### src/rtl/cpu_pkg.sv
// Shared definitions for the EX/WB slice: datapath sizes and the encodings
// of the ALU operation, B-path shift and B-operand select fields.
package cpu_pkg;

  localparam int CPU_DATA_W    = 16;
  localparam int CPU_REG_NUM_W = 3;

  typedef enum logic [1:0] {
    ALU_ADD = 2'b00,
    ALU_SUB = 2'b01,
    ALU_AND = 2'b10,
    ALU_MVN = 2'b11
  } alu_op_t;

  typedef enum logic [1:0] {
    SH_NONE = 2'b00,
    SH_LSL1 = 2'b01,
    SH_LSR1 = 2'b10,
    SH_ASR1 = 2'b11
  } shift_t;

  typedef enum logic [1:0] {
    BSEL_RM   = 2'b00,
    BSEL_IMM5 = 2'b01,
    BSEL_IMM8 = 2'b10,
    BSEL_RSVD = 2'b11
  } bsel_t;

endpackage

### src/rtl/ex_wb_stage_alu_shift.sv
// alu_shift: purely combinational B-path shifter, B-operand select, ALU and
// Z/N/V generation.
//   i_a      A operand (already forwarded and zero-forced)
//   i_rm     forwarded Rm value, shifted before use as B
//   i_imm5   sign-extended imm5 (B when i_bsel = BSEL_IMM5)
//   i_imm8   sign-extended imm8 (B when i_bsel = BSEL_IMM8)
//   i_shift  shift applied to Rm
//   i_bsel   B-operand source; BSEL_RSVD behaves as BSEL_RM
//   i_op     ALU operation
//   o_result result, modulo 2^DATA_W
//   o_z/o_n/o_v  zero, negative, signed overflow (ADD/SUB only)
module alu_shift
  import cpu_pkg::*;
#(
  parameter int DATA_W = CPU_DATA_W
) (
  input  logic [DATA_W-1:0] i_a,
  input  logic [DATA_W-1:0] i_rm,
  input  logic [DATA_W-1:0] i_imm5,
  input  logic [DATA_W-1:0] i_imm8,
  input  shift_t            i_shift,
  input  bsel_t             i_bsel,
  input  alu_op_t           i_op,
  output logic [DATA_W-1:0] o_result,
  output logic              o_z,
  output logic              o_n,
  output logic              o_v
);

  logic [DATA_W-1:0] w_shifted;
  logic [DATA_W-1:0] w_b;
  logic              w_a_msb;
  logic              w_b_msb;
  logic              w_r_msb;

  always_comb begin
    w_shifted = i_rm;
    case (i_shift)
      SH_LSL1: w_shifted = {i_rm[DATA_W-2:0], 1'b0};
      SH_LSR1: w_shifted = {1'b0, i_rm[DATA_W-1:1]};
      SH_ASR1: w_shifted = {i_rm[DATA_W-1], i_rm[DATA_W-1:1]};
      default: w_shifted = i_rm;
    endcase
  end

  always_comb begin
    w_b = w_shifted;
    case (i_bsel)
      BSEL_IMM5: w_b = i_imm5;
      BSEL_IMM8: w_b = i_imm8;
      default:   w_b = w_shifted;
    endcase
  end

  always_comb begin
    o_result = '0;
    case (i_op)
      ALU_ADD: o_result = i_a + w_b;
      ALU_SUB: o_result = i_a - w_b;
      ALU_AND: o_result = i_a & w_b;
      ALU_MVN: o_result = ~w_b;
      default: o_result = '0;
    endcase
  end

  assign w_a_msb = i_a[DATA_W-1];
  assign w_b_msb = w_b[DATA_W-1];
  assign w_r_msb = o_result[DATA_W-1];

  // Signed overflow: ADD overflows when like-signed operands give a result of
  // the other sign; SUB when unlike-signed operands give a result whose sign
  // differs from A.
  always_comb begin
    o_v = 1'b0;
    case (i_op)
      ALU_ADD: o_v = (w_a_msb == w_b_msb) && (w_r_msb != w_a_msb);
      ALU_SUB: o_v = (w_a_msb != w_b_msb) && (w_r_msb != w_a_msb);
      default: o_v = 1'b0;
    endcase
  end

  assign o_z = (o_result == '0);
  assign o_n = w_r_msb;

endmodule

### src/rtl/ex_wb_stage.sv
// ex_wb_stage: consumes the ID/EX bundle, applies EX/WB-to-EX forwarding,
// runs the shifter/ALU and captures the result in the EX/WB stage register,
// which drives the register-file write port, the Z/N/V flags and a counter
// of retired instructions. Adds stall, flush and valid handling.
//   clk, reset (async, active-low)
//   valid_e, rn_e, rm_e, imm5_e, imm8_e, rn/rm/rd_num_e, alu_op_e, shift_e,
//   write_e, status_en_e, asel_e, bsel_e : EX bundle
//   stall (hold stage + flags), flush (kill instruction entering WB)
//   wb_en, wb_num, wb_data, wb_valid : write port / WB slot state
//   z_flag, n_flag, v_flag, retire_count
module ex_wb_stage
  import cpu_pkg::*;
#(
  parameter int DATA_W     = CPU_DATA_W,
  parameter int REG_NUM_W  = CPU_REG_NUM_W,
  parameter bit FORWARD_EN = 1'b1
) (
  input  logic                 clk,
  input  logic                 reset,
  input  logic                 valid_e,
  input  logic [DATA_W-1:0]    rn_e,
  input  logic [DATA_W-1:0]    rm_e,
  input  logic [DATA_W-1:0]    imm5_e,
  input  logic [DATA_W-1:0]    imm8_e,
  input  logic [REG_NUM_W-1:0] rn_num_e,
  input  logic [REG_NUM_W-1:0] rm_num_e,
  input  logic [REG_NUM_W-1:0] rd_num_e,
  input  logic [1:0]           alu_op_e,
  input  logic [1:0]           shift_e,
  input  logic                 write_e,
  input  logic                 status_en_e,
  input  logic                 asel_e,
  input  logic [1:0]           bsel_e,
  input  logic                 stall,
  input  logic                 flush,
  output logic                 wb_en,
  output logic [REG_NUM_W-1:0] wb_num,
  output logic [DATA_W-1:0]    wb_data,
  output logic                 wb_valid,
  output logic                 z_flag,
  output logic                 n_flag,
  output logic                 v_flag,
  output logic [15:0]          retire_count
);

  logic                 r_wb_valid;
  logic                 r_wb_write;
  logic [REG_NUM_W-1:0] r_wb_num;
  logic [DATA_W-1:0]    r_wb_data;
  logic                 r_z;
  logic                 r_n;
  logic                 r_v;
  logic [15:0]          r_retire;

  logic                 w_wb_en;
  logic                 w_fwd_rn;
  logic                 w_fwd_rm;
  logic [DATA_W-1:0]    w_a_raw;
  logic [DATA_W-1:0]    w_rm_raw;
  logic [DATA_W-1:0]    w_a;
  logic [DATA_W-1:0]    w_result;
  logic                 w_z;
  logic                 w_n;
  logic                 w_v;

  assign w_wb_en = r_wb_valid && r_wb_write;

  // Single bypass level: the register file is write-through, so only the
  // instruction currently in WB can be newer than the decode-time read.
  assign w_fwd_rn = FORWARD_EN && w_wb_en && (r_wb_num == rn_num_e);
  assign w_fwd_rm = FORWARD_EN && w_wb_en && (r_wb_num == rm_num_e);

  assign w_a_raw  = w_fwd_rn ? r_wb_data : rn_e;
  assign w_rm_raw = w_fwd_rm ? r_wb_data : rm_e;
  assign w_a      = asel_e ? '0 : w_a_raw;

  alu_shift #(
    .DATA_W (DATA_W)
  ) u_alu_shift (
    .i_a      (w_a),
    .i_rm     (w_rm_raw),
    .i_imm5   (imm5_e),
    .i_imm8   (imm8_e),
    .i_shift  (shift_t'(shift_e)),
    .i_bsel   (bsel_t'(bsel_e)),
    .i_op     (alu_op_t'(alu_op_e)),
    .o_result (w_result),
    .o_z      (w_z),
    .o_n      (w_n),
    .o_v      (w_v)
  );

  always_ff @(posedge clk or negedge reset) begin
    if (!reset) begin
      r_wb_valid <= 1'b0;
      r_wb_write <= 1'b0;
      r_wb_num   <= '0;
      r_wb_data  <= '0;
      r_z        <= 1'b0;
      r_n        <= 1'b0;
      r_v        <= 1'b0;
      r_retire   <= '0;
    end else begin
      // A valid WB slot retires when it advances or is flushed out.
      if (r_wb_valid && (flush || !stall))
        r_retire <= r_retire + 16'd1;

      if (flush) begin
        r_wb_valid <= 1'b0;
      end else if (!stall) begin
        r_wb_valid <= valid_e;
        r_wb_write <= write_e;
        r_wb_num   <= rd_num_e;
        r_wb_data  <= w_result;
        if (valid_e && status_en_e) begin
          r_z <= w_z;
          r_n <= w_n;
          r_v <= w_v;
        end
      end
    end
  end

  assign wb_en        = w_wb_en;
  assign wb_num       = r_wb_num;
  assign wb_data      = r_wb_data;
  assign wb_valid     = r_wb_valid;
  assign z_flag       = r_z;
  assign n_flag       = r_n;
  assign v_flag       = r_v;
  assign retire_count = r_retire;

endmodule

### config.mk
export PLATFORM = sky130hd
export DESIGN_NAME = ex_wb_stage
export DESIGN_NICKNAME = d
export VERILOG_FILES = /design/src/rtl/cpu_pkg.sv /design/src/rtl/ex_wb_stage_alu_shift.sv /design/src/rtl/ex_wb_stage.sv
export SDC_FILE = /design/constraint.sdc
export NUM_CORES = 1
export LEC_CHECK = 0
export CAP_MARGIN = 20
export CORE_ASPECT_RATIO = 0.9
export CORE_MARGIN = 2
export CORE_UTILIZATION = 54
export DETAILED_ROUTE_END_ITERATION = 12
export PLACE_DENSITY_LB_ADDON = 0.2
export RECOVER_POWER = 50
export SYNTH_ARGS = -nofsm -noshare
export SYNTH_HDL_FRONTEND = slang
export SYNTH_SLANG_ARGS = --single-unit
### constraint.sdc
create_clock -name clk -period 8.1 [get_ports clk]
set_clock_uncertainty 0.05 [all_clocks]
set_input_delay 0.81 -clock clk [delete_from_list [all_inputs] [get_ports clk]]
set_output_delay 0.81 -clock clk [all_outputs]
set_load 0.005 [all_outputs]
==> results of run 1 <==
-- state kept, by name, summed over array words and instances, names as in the netlist --
name and count:
n_flag 1, wb_valid 1, r_wb_write 1, v_flag 1
z_flag 1, retire_count 16, wb_num 3, wb_data 16
-- metrics by stage --
stage / hold WS [ns] / std cells / utilization [%]
2_1_floorplan: 0.387 / 554 / -
3_3_place_gp: 0.408 / 750 / 71.1
3_5_place_dp: 0.421 / 750 / 71.1
4_1_cts: 0.439 / 758 / 72.5
5_1_grt: 0.460 / 759 / 72.6
6_report: 0.433 / 759 / 72.6
-- worst max-delay path, delay by kind of cell --
family,cells,cell delay (ns)
adder cells (fa/ha/maj),2,1.13
AO/OA/AOI/OAI,6,1.59
XOR/XNOR,2,0.26
AND/OR/NAND/NOR,8,2.73
multiplexers,1,0.13
buffers and inverters,2,0.53
-- metal layers --
layer	routed length, µm	vias up	global-route usage, %
met5	0	-	0
met3	1460	44	9.47
met2	7070	261	53.9
met4	460	0	9.93
met1	6300	2270	41.6
li1	-	2225	-
-- placed cells by master (no fill, tap or decap), types with 16 or more instances in the layout --
master / Yosys / final
mux2i_1: 43 / 43
o21ai_0: 18 / 18
a21oi_1: 18 / 18
nor2_1: 67 / 67
nand3_1: 16 / 16
xnor2_1: 33 / 33
ha_1: 20 / 20
clkdlybuf4s50_1: 0 / 112
dfrtp_1: 40 / 40
nand2_1: 69 / 69
-- worst paths after layout --
kind / to / slack (ns) / cells after the start
max in group asynchronous: wb_data[14] / 5.74 / 1
min in group asynchronous: retire_count[4] / 1.06 / 1
setup reg to reg: z_flag / 1.91 / 19
setup / recovery: z_flag / 1.07 / 21
hold / removal: retire_count[15] / 0.43 / 1
hold reg to reg: retire_count[15] / 0.43 / 1
-- cells by family (layout without fill, tap and decap cells) --
| logic type | Yosys count | count (layout) |
|---|---|---|
| XOR/XNOR | 49 | 49 |
| AO/OA/AOI/OAI | 113 | 113 |
| adder cells (fa/ha/maj) | 21 | 21 |
| flip-flops | 40 | 40 |
| multiplexers | 60 | 60 |
| AND/OR/NAND/NOR | 223 | 223 |
| buffers and inverters | 48 | 154 |
-- power groups by stage --
stage               sequential, mW  combinational [mW]  clock, mW
floorplan                    0.286               0.292          0
global placement             0.304               0.483          0
detailed placement           0.306               0.496          0
CTS                          0.304               0.501      0.166
global route                 0.310               0.547      0.173
finish                       0.307               0.505      0.164
-- cell type report --
cell class                      instances  area share [%]
Clock buffer                            5            1.17
Clock inverter                          3           0.723
Inverter                               15           0.957
Multi-Input combinational cell        466            56.1
Sequential cell                        40            17.0
Tap cell                               99            2.11
Timing Repair Buffer                  131            22.0
==> impl_metrics.py, run 1 <==
metrics = {
    "logic_synthesis": {
        "netlist_area_um2": 4550,
        "synth_common_cells": "69 x nand2_1, 67 x nor2_1, 43 x mux2i_1",
        "synth_fa_ha_area_share_pct": 5.94,
        "ys.flop_type": "dfrtp_1",
        "avgSynthCellArea_um2": 8.21,
        "synthMuxAreaShare_pct": 14.2,
        "synth_seq_cells": 40,
        "synth_top_family_by_area": "simple AND/OR/NAND/NOR gates",
        "synth_fp_nets": 662,
        "synth_area_leaders": "dfrtp_1 22%, mux2i_1 9.5%, xnor2_1 6.4%",
        "ys_async_sr_fraction_pct": 100,
        "yosys.area.top_type": "dfrtp_1",
        "yosysSeqAreaShare_pct": 22.0,
        "ys_warn_count": 0,
        "synth-simple-area-share_pct": 23.5,
        "synth-compound-area-share_pct": 18.7,
        "synthCells": 554,
        "synth_top_cell_area_share_pct": 22.0,
        "synth_cell_types": 80,
        "synth_edf_count": 0,
        "yosysMostFrequentCell": "nand2_1",
        "synth_xor_area_share_pct": 10.1,
    },
    "global_route": {
        "grt.total_usage_pct": 32.8,
        "overflow": 0,
        "grt_pass1_vias": 4625,
        "grt_antenna_before_repair": 0,
        "grt_first_pass_wirelength_mm": 23.6,
        "grt_max_degree": 41,
    },
    "cts": {
        "clkTransAtPathRegs_ns": 0.08,
        "cts_tree": "built",
        "cts_made_buffers": 5,
        "clk_latency_ns": 0.30,
        "cts_hold_buf": 0,
        "cts_root_buf": "clkbuf_8",
        "htree_levels": 2,
        "cts_setup_buffers": 0,
        "clockBufferDepth": 2,
        "cts_resized": 0,
        "clock_sinks": 40,
    },
    "critical_path": {
        "required_ns": 8.25,
        "critPathLaunch": "bsel_e[0]",
        "slowest_stage": "ha_1",
        "path_max_fanout": 25,
        "worst_setup_path_end_kind": "flop",
        "critPathArrivalTime_ns": 7.18,
        "worstSetupStartpointType": "primary input",
        "cp_cell_sequence": "clkdlybuf4s50_1, inv_1, ha_1, or3b_1, o22ai_1, mux2i_1, and3_1, nor3_1, nand4b_1, nor3_1, or2_2, xnor2_1, ha_1, a211o_1, o31ai_1, o21ai_0, a31o_2, xor2_2, and4b_1, or4_1, o41ai_2",
        "worst-setup-path-type": "in2reg",
        "cpPeakStageDelay_ns": 0.78,
        "r2r-start": "wb_num[2]",
    },
    "sta": {
        "fin_tns_setup_ns": 0,
        "tightestPinTransition_ns": 2.09,
        "clock.fmax_ghz": 0.142,
        "timing.final.ws_setup_ns": 1.07,
        "slew_violations": 41,
        "fin_crit_sh_pct": 86.7,
        "setup_violations": 0,
        "finalHoldViolCount": 0,
        "timing.slew.headroom_pct": -39.6,
        "rsz0062_at_grt": "no",
        "finalCriticalPeriod_ns": 7.03,
    },
    "flow_run": {
        "max_cap_violations": 1,
    },
    "routing": {
        "drc": 0,
        "vias": 4800,
        "drt_iter0_drc": 400,
        "routed_via_density": 6.32,
        "ant_nets": 0,
        "wl_mm": 15.3,
        "drt_pass1_iterations": 6,
        "routedWlPerCell_um": 20.1,
    },
    "min_path": {
        "worstHoldStart": "retire_count[15]",
        "min_path_type": "reg2reg",
    },
    "floorplan": {
        "dieArea_um2": 9170,
        "die_x_um": 101,
        "rows": 31,
        "initial_core_util_pct": 56.1,
        "io_pins": 127,
        "core-area_um2": 8110,
        "die_y_um": 91.1,
    },
    "power_and_ir_drop": {
        "swShare_pct": 40.5,
        "p_sw_mw": 0.395,
        "power.density_nw_per_um2": 166,
        "ir_worst_vdd_mv": 0.161,
        "total_power_mw": 0.975,
        "leakage_nw": 2.39,
        "power_frac_comb_pct": 51.7,
        "intPower_mw": 0.581,
        "power_frac_clock_pct": 16.8,
        "sequentialPowerShare_pct": 31.5,
    },
    "finish": {
        "nets": 767,
        "multi_input_area_um2": 3300,
        "num_antenna_cells": 0,
        "stdcell_area_um2": 5880,
        "drive_above_1_share_pct": 6.82,
        "fillerInstances": 626,
        "areaGrowthSynthToFinish_pct": 29.3,
        "seq_area_um2": 1000,
    },
    "placement": {
        "place_area_um2": 5760,
        "gp_congestion": 0.992,
        "preCtsSetupSlack_ns": 0.848,
        "port_buffers": 126,
        "hpwl_mm": 12.0,
    },
    "status": {
        "status": "finished with violations",
        "violations": "capacitance limit, slew limit",
    },
}
Note: power is estimated with default switching activity, not from simulation.
==> run 2, diff against run 1 <==
- CTS_CLUSTER_DIAMETER: unset -> 120
==> results of run 2 <==
No change in the layout: final DEF, timing and power equal those of run 1.
==> run 3, diff against run 2 <==
==> constraint.sdc (replaced) <==
create_clock -name clk -period 8.1 [get_ports clk]
set_clock_uncertainty 0.05 [all_clocks]
set_input_delay 0.81 -clock clk [delete_from_list [all_inputs] [get_ports clk]]
set_output_delay 0.81 -clock clk [all_outputs]
set_load 0.02 [all_outputs]
==> impl_metrics.py, run 3 (same netlist as run 1, synthesis figures left out) <==
metrics = {
    "floorplan": {
        "initial_core_util_pct": 56.1,
        "die_y_um": 91.1,
        "core-area_um2": 8110,
        "die_x_um": 101,
        "dieArea_um2": 9170,
        "io_pins": 127,
        "rows": 31,
    },
    "power_and_ir_drop": {
        "power.density_nw_per_um2": 174,
        "leakage_nw": 2.39,
        "total_power_mw": 1.02,
        "ir_worst_vdd_mv": 0.165,
    },
    "min_path": {
        "min_path_type": "reg2reg",
    },
    "critical_path": {
        "worst-setup-path-type": "in2reg",
        "slowest_stage": "ha_1",
        "critPathArrivalTime_ns": 7.20,
        "cp_cell_sequence": "clkdlybuf4s50_1, inv_1, ha_1, or3b_1, o22ai_1, mux2i_1, and3_1, nor3_1, nand4b_1, nor3_1, or2_2, xnor2_1, ha_1, a211o_1, o31ai_1, o21ai_0, a31o_2, xor2_2, and4b_1, or4_1, o41ai_2",
        "worst_setup_path_end_kind": "flop",
        "crit_buf_inv": 2,
        "cpPeakStageDelay_ns": 0.79,
        "worstSetupStartpointType": "primary input",
        "path_max_fanout": 25,
        "path_delay_family": "simple AND/OR/NAND/NOR gates",
        "required_ns": 8.25,
    },
    "routing": {
        "ant_nets": 0,
        "vias": 4798,
        "wl_mm": 15.3,
        "drt_pass1_iterations": 5,
        "drt_iter0_drc": 403,
        "routed_via_density": 6.32,
        "routedWlPerCell_um": 20.1,
        "drc": 0,
    },
    "cts": {
        "clockBufferDepth": 2,
        "cts_setup_buffers": 0,
        "clk_latency_ns": 0.30,
        "clkTransAtPathRegs_ns": 0.08,
        "cts_resized": 0,
        "htree_levels": 2,
        "cts_made_buffers": 5,
        "cts_hold_buf": 0,
        "cts_tree": "built",
        "cts_root_buf": "clkbuf_8",
        "clock_sinks": 40,
    },
    "placement": {
        "gp_congestion": 0.992,
        "preCtsSetupSlack_ns": 0.848,
        "port_buffers": 126,
        "hpwl_mm": 12.0,
    },
    "finish": {
        "nets": 767,
        "drive_above_1_share_pct": 6.82,
        "areaGrowthSynthToFinish_pct": 29.3,
        "layout_common_cells": "113 x clkdlybuf4s50_1, 69 x nand2_1, 67 x nor2_1, 43 x mux2i_1, 40 x dfrtp_1",
        "num_antenna_cells": 0,
        "final_common_cell": "clkdlybuf4s50_1",
    },
    "flow_run": {
        "max_cap_violations": 1,
    },
    "sta": {
        "slew_violations": 41,
        "rsz0062_at_grt": "no",
        "timing.final.ws_setup_ns": 1.06,
        "fin_crit_sh_pct": 87.0,
        "tightestPinTransition_ns": 2.11,
        "setup_violations": 0,
        "finalCriticalPeriod_ns": 7.04,
        "finalHoldViolCount": 0,
        "clock.fmax_ghz": 0.142,
        "timing.slew.headroom_pct": -40.3,
        "fin_tns_setup_ns": 0,
    },
    "status": {
        "status": "finished with violations",
        "violations": "capacitance limit, slew limit",
    },
    "global_route": {
        "grt.total_usage_pct": 32.8,
        "grt_pass1_vias": 4625,
        "grt_first_pass_wirelength_mm": 23.6,
        "overflow": 0,
        "grt_max_degree": 41,
        "grt_antenna_before_repair": 0,
    },
}
-- run 3: path summary, 6_finish.rpt --
check / to / slack (ns) / cells past startpoint / from
worst min register to register: retire_count[15] / 0.43 / 1 / retire_count[15]
worst min-delay path: retire_count[15] / 0.43 / 1 / retire_count[15]
worst max-delay path: z_flag / 1.06 / 21 / bsel_e[0]
worst max register to register: z_flag / 1.91 / 19 / wb_num[2]
min in group asynchronous: retire_count[4] / 1.06 / 1 / reset
max in group asynchronous: wb_data[14] / 5.73 / 1 / reset
-- run 3: power breakdown --
part	total [mW]	switching, mW	leakage [nW]	internal [mW]
clock network	0.165	0.0733	0.0541	0.0912
logic	0.550	0.297	1.82	0.253
registers	0.306	0.0687	0.519	0.237
total	1.02	0.439	2.39	0.582
-- run 3: per-stage QoR --
stage	cells	hold slack [ns]	instance area [µm²]	util [%]
2_1_floorplan	554	0.387	4550	-
3_3_place_gp	750	0.408	5760	71.1
3_5_place_dp	750	0.421	5760	71.1
4_1_cts	758	0.439	5880	72.5
5_1_grt	759	0.460	5880	72.6
6_report	759	0.433	5880	72.6
-- run 3: worst register-to-register path: cells and delay by family (launching register included) --
kind                     cells  cell delay [ns]
flip-flops                   1             0.46
buffers and inverters        1             0.35
adder cells (fa/ha/maj)      1             0.35
AO/OA/AOI/OAI                6             1.70
XOR/XNOR                     3             0.48
multiplexers                 1             0.38
AND/OR/NAND/NOR              7             2.32
-- run 3: per-layer routing --
layer  track usage, %  vias up  wire, µm
li1                 -     2228         -
met1             41.6     2278      6260
met2             53.9      254      7110
met3             9.47       38      1470
met4             9.93        0       417
met5                0        -         0
-- run 3: final cells by class --
cell class / instances / area, µm²
repair buffers: 131 / 1290
fillers: 626 / 2220
flip-flops and latches: 40 / 1000
well taps: 99 / 124
clock buffers: 5 / 68.8
inverters: 15 / 56.3
multi-input cells: 466 / 3300
clock inverters: 3 / 42.5
